[src/rtl/dds_pkg.sv]
// Shared DDS definitions: default geometry and the phase-generator state encoding.
package dds_pkg;

  // Default geometry shared by the DDS top, the phase generator and sin_rom.
  localparam int PHASE_WIDTH_DEF = 32;
  localparam int ROM_DEPTH_DEF   = 256;

  // FCW update state: IDLE (stopped), RUN (accumulating), PEND (new FCW waiting for a wrap).
  typedef enum logic [1:0] {
    IDLE = 2'd0,
    RUN  = 2'd1,
    PEND = 2'd2
  } phase_state_t;

endpackage

[src/rtl/dds_phase_gen.sv]
// DDS phase accumulator. Adds the current FCW every enabled cycle and presents
// the top phase bits as the sin_rom address. FCW updates received while running
// are parked and applied at the next phase wrap (carry or clr), so the output
// phase never jumps mid-period. ROM_DEPTH must be a power of two whose log2 does
// not exceed PHASE_WIDTH.
module dds_phase_gen
  import dds_pkg::*;
#(
  parameter int PHASE_WIDTH = PHASE_WIDTH_DEF,
  parameter int ROM_DEPTH   = ROM_DEPTH_DEF
) (
  input  logic                         clk,
  input  logic                         rst,
  input  logic                         en,
  input  logic                         clr,
  input  logic                         fcw_valid,
  input  logic [PHASE_WIDTH-1:0]       fcw_data,
  output logic                         fcw_ready,
  output logic [$clog2(ROM_DEPTH)-1:0] ROM_addr,
  output logic                         addr_valid,
  output logic                         data_valid,
  output logic                         wrap
);

  localparam int ADDR_WIDTH = $clog2(ROM_DEPTH);

  logic [PHASE_WIDTH-1:0] acc_reg;
  logic [PHASE_WIDTH-1:0] fcw_cur_reg;
  logic [PHASE_WIDTH-1:0] fcw_pend_reg;
  phase_state_t           state_reg;

  logic [PHASE_WIDTH:0]   sum;
  logic                   advance;
  logic                   carry;
  logic                   xfer;

  // Inline accumulate adder; the extra top bit is the overflow (wrap) event.
  assign sum     = {1'b0, acc_reg} + {1'b0, fcw_cur_reg};
  assign advance = en & ~clr;
  assign carry   = advance & sum[PHASE_WIDTH];

  // Ready depends only on registered state, never on fcw_valid.
  assign fcw_ready = (state_reg != PEND);
  assign xfer      = fcw_valid & fcw_ready;

  assign ROM_addr = acc_reg[PHASE_WIDTH-1 -: ADDR_WIDTH];

  // Phase accumulation, output flags and FCW update FSM.
  always_ff @(posedge clk) begin
    if (rst) begin
      acc_reg      <= '0;
      fcw_cur_reg  <= '0;
      fcw_pend_reg <= '0;
      state_reg    <= IDLE;
      addr_valid   <= 1'b0;
      data_valid   <= 1'b0;
      wrap         <= 1'b0;
    end else begin
      addr_valid <= advance;
      data_valid <= addr_valid;  // sin_rom has one cycle of read latency
      wrap       <= carry;

      if (clr) begin
        acc_reg <= '0;
      end else if (en) begin
        acc_reg <= sum[PHASE_WIDTH-1:0];
      end

      case (state_reg)
        IDLE: begin
          if (xfer) begin
            fcw_cur_reg <= fcw_data;
          end
          if (en) begin
            state_reg <= RUN;
          end
        end
        RUN: begin
          if (xfer && en) begin
            // Even if a carry happens this same cycle, the new FCW waits for the next wrap.
            fcw_pend_reg <= fcw_data;
            state_reg    <= PEND;
          end else if (xfer) begin
            fcw_cur_reg <= fcw_data;
            state_reg   <= IDLE;
          end else if (!en) begin
            state_reg <= IDLE;
          end
        end
        PEND: begin
          // Apply on wrap, clear, or stop; a zero FCW never wraps, so stop/clr is the escape.
          if (carry || clr || !en) begin
            fcw_cur_reg <= fcw_pend_reg;
            state_reg   <= en ? RUN : IDLE;
          end
        end
        default: begin
          state_reg <= IDLE;
        end
      endcase
    end
  end

endmodule

[config.mk]
export PLATFORM = sky130hd
export DESIGN_NAME = dds_phase_gen
export DESIGN_NICKNAME = d
export VERILOG_FILES = /design/src/rtl/dds_pkg.sv /design/src/rtl/dds_phase_gen.sv
export SDC_FILE = /design/constraint.sdc
export NUM_CORES = 1
export LEC_CHECK = 0
export ABC_CLOCK_PERIOD_IN_PS = 3800
export CAP_MARGIN = 20
export CELL_PAD_IN_SITES_DETAIL_PLACEMENT = 1
export CELL_PAD_IN_SITES_GLOBAL_PLACEMENT = 1
export CORE_UTILIZATION = 44
export CTS_CLUSTER_DIAMETER = 40
export DETAILED_ROUTE_END_ITERATION = 10
export PLACE_DENSITY_LB_ADDON = 0.1
export SLEW_MARGIN = 40
export SYNTH_ARGS = -nofsm -noshare
export SYNTH_HDL_FRONTEND = slang
export SYNTH_SLANG_ARGS = --single-unit
[constraint.sdc]
create_clock -name clk -period 3.8 [get_ports clk]
set_input_delay 0.38 -clock clk [delete_from_list [all_inputs] [get_ports clk]]
set_output_delay 0.38 -clock clk [all_outputs]
set_load 0.03 [all_outputs]
==> key figures, run 1 <==
Floorplan
  – Die area: 13000 sq um
  – Core Region: 12100 sq um
  – IO Count: 49
  – Die X: 114 um
  – Die Y-Extent: between 100 and 150 um
  – Initial Util: 45.5%
  – Row count: 40

Timing
  – Max Freq: 0.282 GHz
  – Fin. Hold Viols: 0
  – Rel. slew slack: 57.3%
  – Period utilisation layout: 93.2%
  – Worst Skew: 0.00949 ns
  – Final setup viols: 0
  – Slew of the pin with the lowest slew margin: about 0.64 ns
  – RSZ-0062 raised after global routing: no
  – Setup TNS: 0 ns
  – Max-slew violation count: 0
  – Tmin final: 3.54 ns

Global routing
  – First-pass GRT wire length: 23300 um
  – Largest net degree at the start of global routing: 68
  – GRT met3 Usage: 3.35%
  – Met2 Use GR: roughly 39%
  – Vias in the first global route: about 4700
  – GRT Total Usage: a little under a quarter
  – GR Overflow Total: 0
  – M1 GR Usage: between 20 and 30%
  – Global route hottest layer: met2
  – Initial antenna violation count: 0

Place
  – Routability cong.: 0.841
  – Buffers on Ports: 48
  – Dpl hpwl: 10200 um

Setup path
  – CP max FO: 40
  – Critical path capture point type: flip-flop
  – R2R depth: 12
  – CP startpoint: acc_reg[0]
  – Req. time, crit path: 4.01 ns
  – CP Launch Type: flip-flop
  – Critical setup path kind: reg2reg
  – Worst Path Arrival: about 3.8 ns
  – R2r startpoint: acc_reg[0]

Clock tree
  – Sink Count: approximately 100
  – Post-CTS Resized: 0
  – Postcts setup bufs: 0
  – Clk root buf: clkbuf_16
  – Skew-Pair Late Insertion Delay: between 0.3 and 0.4 ns
  – CTS tree: built
  – Hold_buf cts: 0
  – Clock-pin slew on the worst setup and hold paths: 0.07 ns
  – CTS Buffer Depth: 2
  – CTS H-tree depth: 3
  – Total CTS buffers: 9

Cells and area
  – Antenna diodes: 0
  – Net count, final: 727
  – Share of post-route cells with drive strength above 1: 9.21%
  – Area growth, synth to finish: 15.7%

Hold path
  – Hold Path Depth: 3
  – Hold Crit Class: in2reg
  – Hold wc startpoint: rst

Detailed routing
  – DR iter-0 viols: 172
  – Drt first pass iters: 4
  – Via count: 4592
  – Antenna Nets Post-Route: 0
  – Via density: 5.53
  – Post-route DRC: 0
  – Wirelength per Cell: 16.6 um
  – Detailed Route WL: roughly 14000 um

Pwr
  – PwrDens: 392 nW/um^2
  – Leakage: 2.83 nW
  – Total power: 2.50 mW
  – Worst vdd ir: 0.251 mV

Synthesis
  – Distinct cells, synth: 52
  – Async SR Flop Fraction: 0%
  – Syn nets: 701
  – Number of synthesized flops with an enable pin: 0
  – YS warnings: 0
  – Syn Area/Cell: about 9 sq um
  – Seq cells post-synth: 101
  – Ys flop type: dfxtp_1
  – Mapped Area: between 5000 and 6000 sq um
  – Mapped Cells: 631
  – Post-synthesis sequential area ratio: a little over a third

Run
  – Max Cap Violations: 0

Outcome
  – Outcome: complete, no violations
[worst paths after layout]
kind,endpoint,slack (ns)
min reg2reg,fcw_pend_reg[4],0.45
max reg2reg,fcw_cur_reg[12],0.26
max,fcw_cur_reg[12],0.26
min,acc_reg[4],0.42
[critical path, stage by stage, from the launching register on]
cell and delay (ns):
dfxtp_1 0.32, ha_1 0.24, fa_1 0.45, a211oi_1 0.32
nor2_1 0.16, o2111ai_1 0.44, o211ai_2 0.17, a31oi_1 0.41
or3_4 0.22, a31oi_4 0.08, buf_4 0.30, nor2_1 0.19
a211oi_2 0.06
[area by class of cell]
class	instances	area (sq um)
tap	168	210
inverter	5	18.8
fill	1444	5730
multi-input combinational	483	3260
sequential	101	2020
clock buffer	10	239
clock inverter	6	86.3
timing repair buffer	57	547
[cells in the final DEF (no fill, tap or decap), types with 5 or more instances in the layout]
cell type,netlist,layout
xor2_1,12,12
ha_1,32,32
o21ai_0,25,25
nand4_1,5,5
a21oi_1,59,59
a211oi_1,11,11
a211oi_2,28,28
clkdlybuf4s50_1,0,47
mux2i_1,46,46
dfxtp_1,101,101
xnor2_1,11,11
nand3_1,7,7
o21a_1,8,8
nor2_1,72,72
a21o_1,18,18
clkbuf_16,0,9
nor3_1,6,5
nand2_1,89,89
buf_4,11,8
inv_1,5,5
[per-stage QoR]
step / instance area (sq um) / hold slack (ns) / instances / util, % / setup WS [ns]
4_1_cts: 6380 / 0.393 / 830 / 52.7 / 0.252
5_1_grt: 6380 / 0.443 / 830 / 52.7 / 0.00314
3_5_place_dp: 6060 / 0.446 / 814 / 50.0 / 0.292
2_1_floorplan: 5520 / 0.436 / 631 / - / 0.891
3_3_place_gp: 6060 / 0.441 / 814 / 50.0 / 0.566
6_report: 6380 / 0.418 / 830 / 52.7 / 0.259
[synth_stat cells (4+ instances only)]
cell type  number  share of area, %
a211o_1         4              0.63
a211oi_2       28               6.4
a21oi_1        59               5.4
o21a_1          8               1.1
clkbuf_1       25               1.7
nand4_1         5              0.57
nand2_1        89               6.1
xnor2_1        11               1.7
nand3_1         7              0.63
inv_1           5              0.34
o22ai_1         4              0.45
a211oi_1       11               1.5
a31oi_1         4              0.45
nand2b_1        4              0.45
nor3_1          6              0.54
xor2_1         12               1.9
nor2_1         72               4.9
mux2i_1        46               8.3
buf_4          11               1.5
a21o_1         18               2.4
o21ai_0        25               2.3
dfxtp_1       101                37
ha_1           32               7.3
[cell families (layout without fill, tap and decap cells)]
group	count (synthesis)	after routing	share of synthesized area, %
AND/OR/NAND/NOR	198	198	15.1
XOR/XNOR	23	23	3.65
multiplexers	46	46	8.35
buffers and inverters	47	78	4.35
AO/OA/AOI/OAI	183	183	24.2
adder cells (fa/ha/maj)	33	33	7.62
flip-flops	101	101	36.7
[power by group]
group	leakage [nW]	switching, mW	internal [mW]
clock network	0.158	0.401	0.594
logic	1.85	0.210	0.158
registers	0.825	0.0334	1.11
[routing by layer]
| layer | vias up | share of wire (%) | routed length (um) |
|---|---|---|---|
| li1 | 2303 | - | - |
| met1 | 2208 | 48 | 6630 |
| met2 | 65 | 48 | 6580 |
| met3 | 16 | 2.6 | 360 |
| met4 | 0 | 1.5 | 209 |
| met5 | - | 0 | 0 |
Note: power is estimated with default switching activity, not from simulation.
==> inputs of run 2 (changes only) <==
GPL_ROUTABILITY_DRIVEN = 0   (was unset)
HOLD_SLACK_MARGIN = 0.06   (was unset)
==> key figures, run 2 (synthesized netlist as in run 1, its figures left out) <==
Cells and area
  – Fill count: 1451
  – Antenna diodes: 0
  – Share of post-route cells with drive strength above 1: 9.06%
  – Commonest non-fill, non-tap cells in the layout: dfxtp_1 (101), nand2_1 (89), nor2_1 (72)
  – Net count, final: about 730
  – Most common cell after layout, fill and taps aside: dfxtp_1
  – Area growth, synth to finish: 15.2%

Outcome
  – Outcome: complete, no violations

Pwr
  – Total power: 2.42 mW
  – Flop pwr share: 47.0%
  – Switching pwr: 0.634 mW
  – Internal Power: 1.79 mW
  – Worst vdd ir: between 0.3 and 0.4 mV
  – Comb pwr share: 15.2%
  – Sw Share: 26.2%
  – Leakage: 2.82 nW
  – Clock power share: 37.8%
  – PwrDens: 381 nW/um^2

Clock tree
  – Postcts setup bufs: 0
  – Skew-Pair Late Insertion Delay: 0.35 ns
  – Sink Count: 101
  – Post-CTS Resized: 0
  – Clock-pin slew on the worst setup and hold paths: 0.07 ns
  – Total CTS buffers: 9
  – CTS tree: built
  – CTS Buffer Depth: 2
  – Hold_buf cts: 0
  – Clk root buf: clkbuf_16
  – CTS H-tree depth: 3

Global routing
  – First-pass GRT wire length: 22600 um
  – Initial antenna violation count: 0
  – Largest net degree at the start of global routing: between 60 and 70
  – GRT Total Usage: 22.2%
  – GR Overflow Total: 0
  – Vias in the first global route: approximately 4500

Detailed routing
  – Drt first pass iters: 4
  – Post-route DRC: 0
  – Via count: 4556
  – Wirelength per Cell: around 16 um
  – Antenna Nets Post-Route: 0
  – Via density: between 5 and 6
  – DR iter-0 viols: 175
  – Detailed Route WL: 13500 um

Setup path
  – Req. time, crit path: 4.06 ns
  – R2R depth: 12
  – Worst Path Arrival: 3.67 ns
  – Critical path capture point type: flip-flop
  – CP max FO: 40
  – R2r startpoint: fcw_cur_reg[0]
  – Setup slack, reg-to-reg: about 0.39 ns
  – CP Launch Type: flip-flop
  – Critical setup path kind: reg2reg
  – Reg2Reg Capture Point: fcw_cur_reg[15]

Timing
  – Max-slew violation count: 0
  – RSZ-0062 raised after global routing: no
  – Final setup viols: 0
  – Min Hold Slack: 0.415 ns
  – Tmin final: 3.41 ns
  – Max Freq: 0.293 GHz
  – Setup TNS: 0 ns
  – Worst Skew: 0.0105 ns
  – Fin. Hold Viols: 0
  – Rel. slew slack: around 58%
  – Period utilisation layout: 89.7%
  – Slew of the pin with the lowest slew margin: about 0.63 ns

Floorplan
  – IO Count: approximately 50
  – Initial Util: 45.5%
  – Die area: 13000 sq um
  – Core Region: 12100 sq um
  – Row count: 40
  – Die X: 114 um
  – Die Y-Extent: 114 um

Hold path
  – Hold wc startpoint: rst
  – Hold Crit Class: in2reg
  – Hold Path Depth: 3
  – Hold Crit Endpoint: acc_reg[4]

Place
  – Buffers on Ports: 48
  – Dpl hpwl: 9740 um

Run
  – Max Cap Violations: 0
==> run 2: changes by cell type in the layout (fill, tap and decap cells not counted) <==
cell / previous run / this run
clkinv_2: 2 / 4
buf_4: 8 / 7
buf_6: 1 / 2
bufinv_16: 2 / 1
clkbuf_1: 0 / 1
clkinv_4: 1 / 0
clkinvlp_4: 1 / 0
==> run 2: how the worst max path moves through the flow <==
stage	endpoint	start	cells past startpoint	slack [ns]
after global routing	fcw_cur_reg[15]	fcw_cur_reg[0]	12	0.12
after CTS	fcw_cur_reg[15]	fcw_cur_reg[0]	12	0.27
after floorplan	acc_reg[30]	acc_reg[0]	11	0.89
after global placement	fcw_cur_reg[12]	acc_reg[0]	12	0.57
after detailed placement	fcw_cur_reg[22]	fcw_cur_reg[0]	12	0.36
final	fcw_cur_reg[15]	fcw_cur_reg[0]	12	0.39
==> run 2: final cells by class <==
type                            count  area (sq um)  share of cell area [%]
Clock buffer                       11           243                    3.82
Clock inverter                      5          50.0                   0.787
Inverter                            5          18.8                   0.295
Multi-Input combinational cell    483          3260                    51.3
Sequential cell                   101          2020                    31.8
Tap cell                          168           210                    3.31
Timing Repair Buffer               57           551                    8.66
==> run 2: layer usage <==
| layer | part of all wire (%) | vias up | track usage [%] | wire (um) |
|---|---|---|---|---|
| li1 | - | 2296 | - | - |
| met1 | 49 | 2184 | 29.6 | 6660 |
| met2 | 47 | 63 | 36.1 | 6340 |
| met3 | 2.3 | 13 | 3.45 | 316 |
| met4 | 1.6 | 0 | 8.31 | 215 |
| met5 | 0 | - | 0 | 0 |
==> run 2: through the flow <==
step           worst slack [ns]  cells  utilization, %  area [sq um]
2_1_floorplan             0.891    631               -          5520
3_5_place_dp              0.357    814            50.0          6060
5_1_grt                   0.124    830            52.5          6360
6_report                  0.391    830            52.5          6360
4_1_cts                   0.269    830            52.4          6350
3_3_place_gp              0.570    814            50.0          6060
==> run 2: critical path, cell delays in order, from the launching register on <==
cell and delay (ns):
dfxtp_1 0.35, ha_1 0.22, fa_1 0.25, a211oi_1 0.10
nor2_1 0.27, o2111ai_1 0.28, o211ai_2 0.28, a31oi_1 0.21
or3_4 0.45, a31oi_4 0.20, buf_6 0.33, nor2_1 0.12
a211oi_2 0.23
==> run 2: power by group through the flow <==
stage	clock [mW]	combinational (mW)	sequential, mW
2_1_floorplan	0	0.266	1.15
3_3_place_gp	0	0.350	1.16
3_5_place_dp	0	0.366	1.16
4_1_cts	0.945	0.370	1.14
5_1_grt	0.991	0.409	1.14
6_report	0.917	0.367	1.14
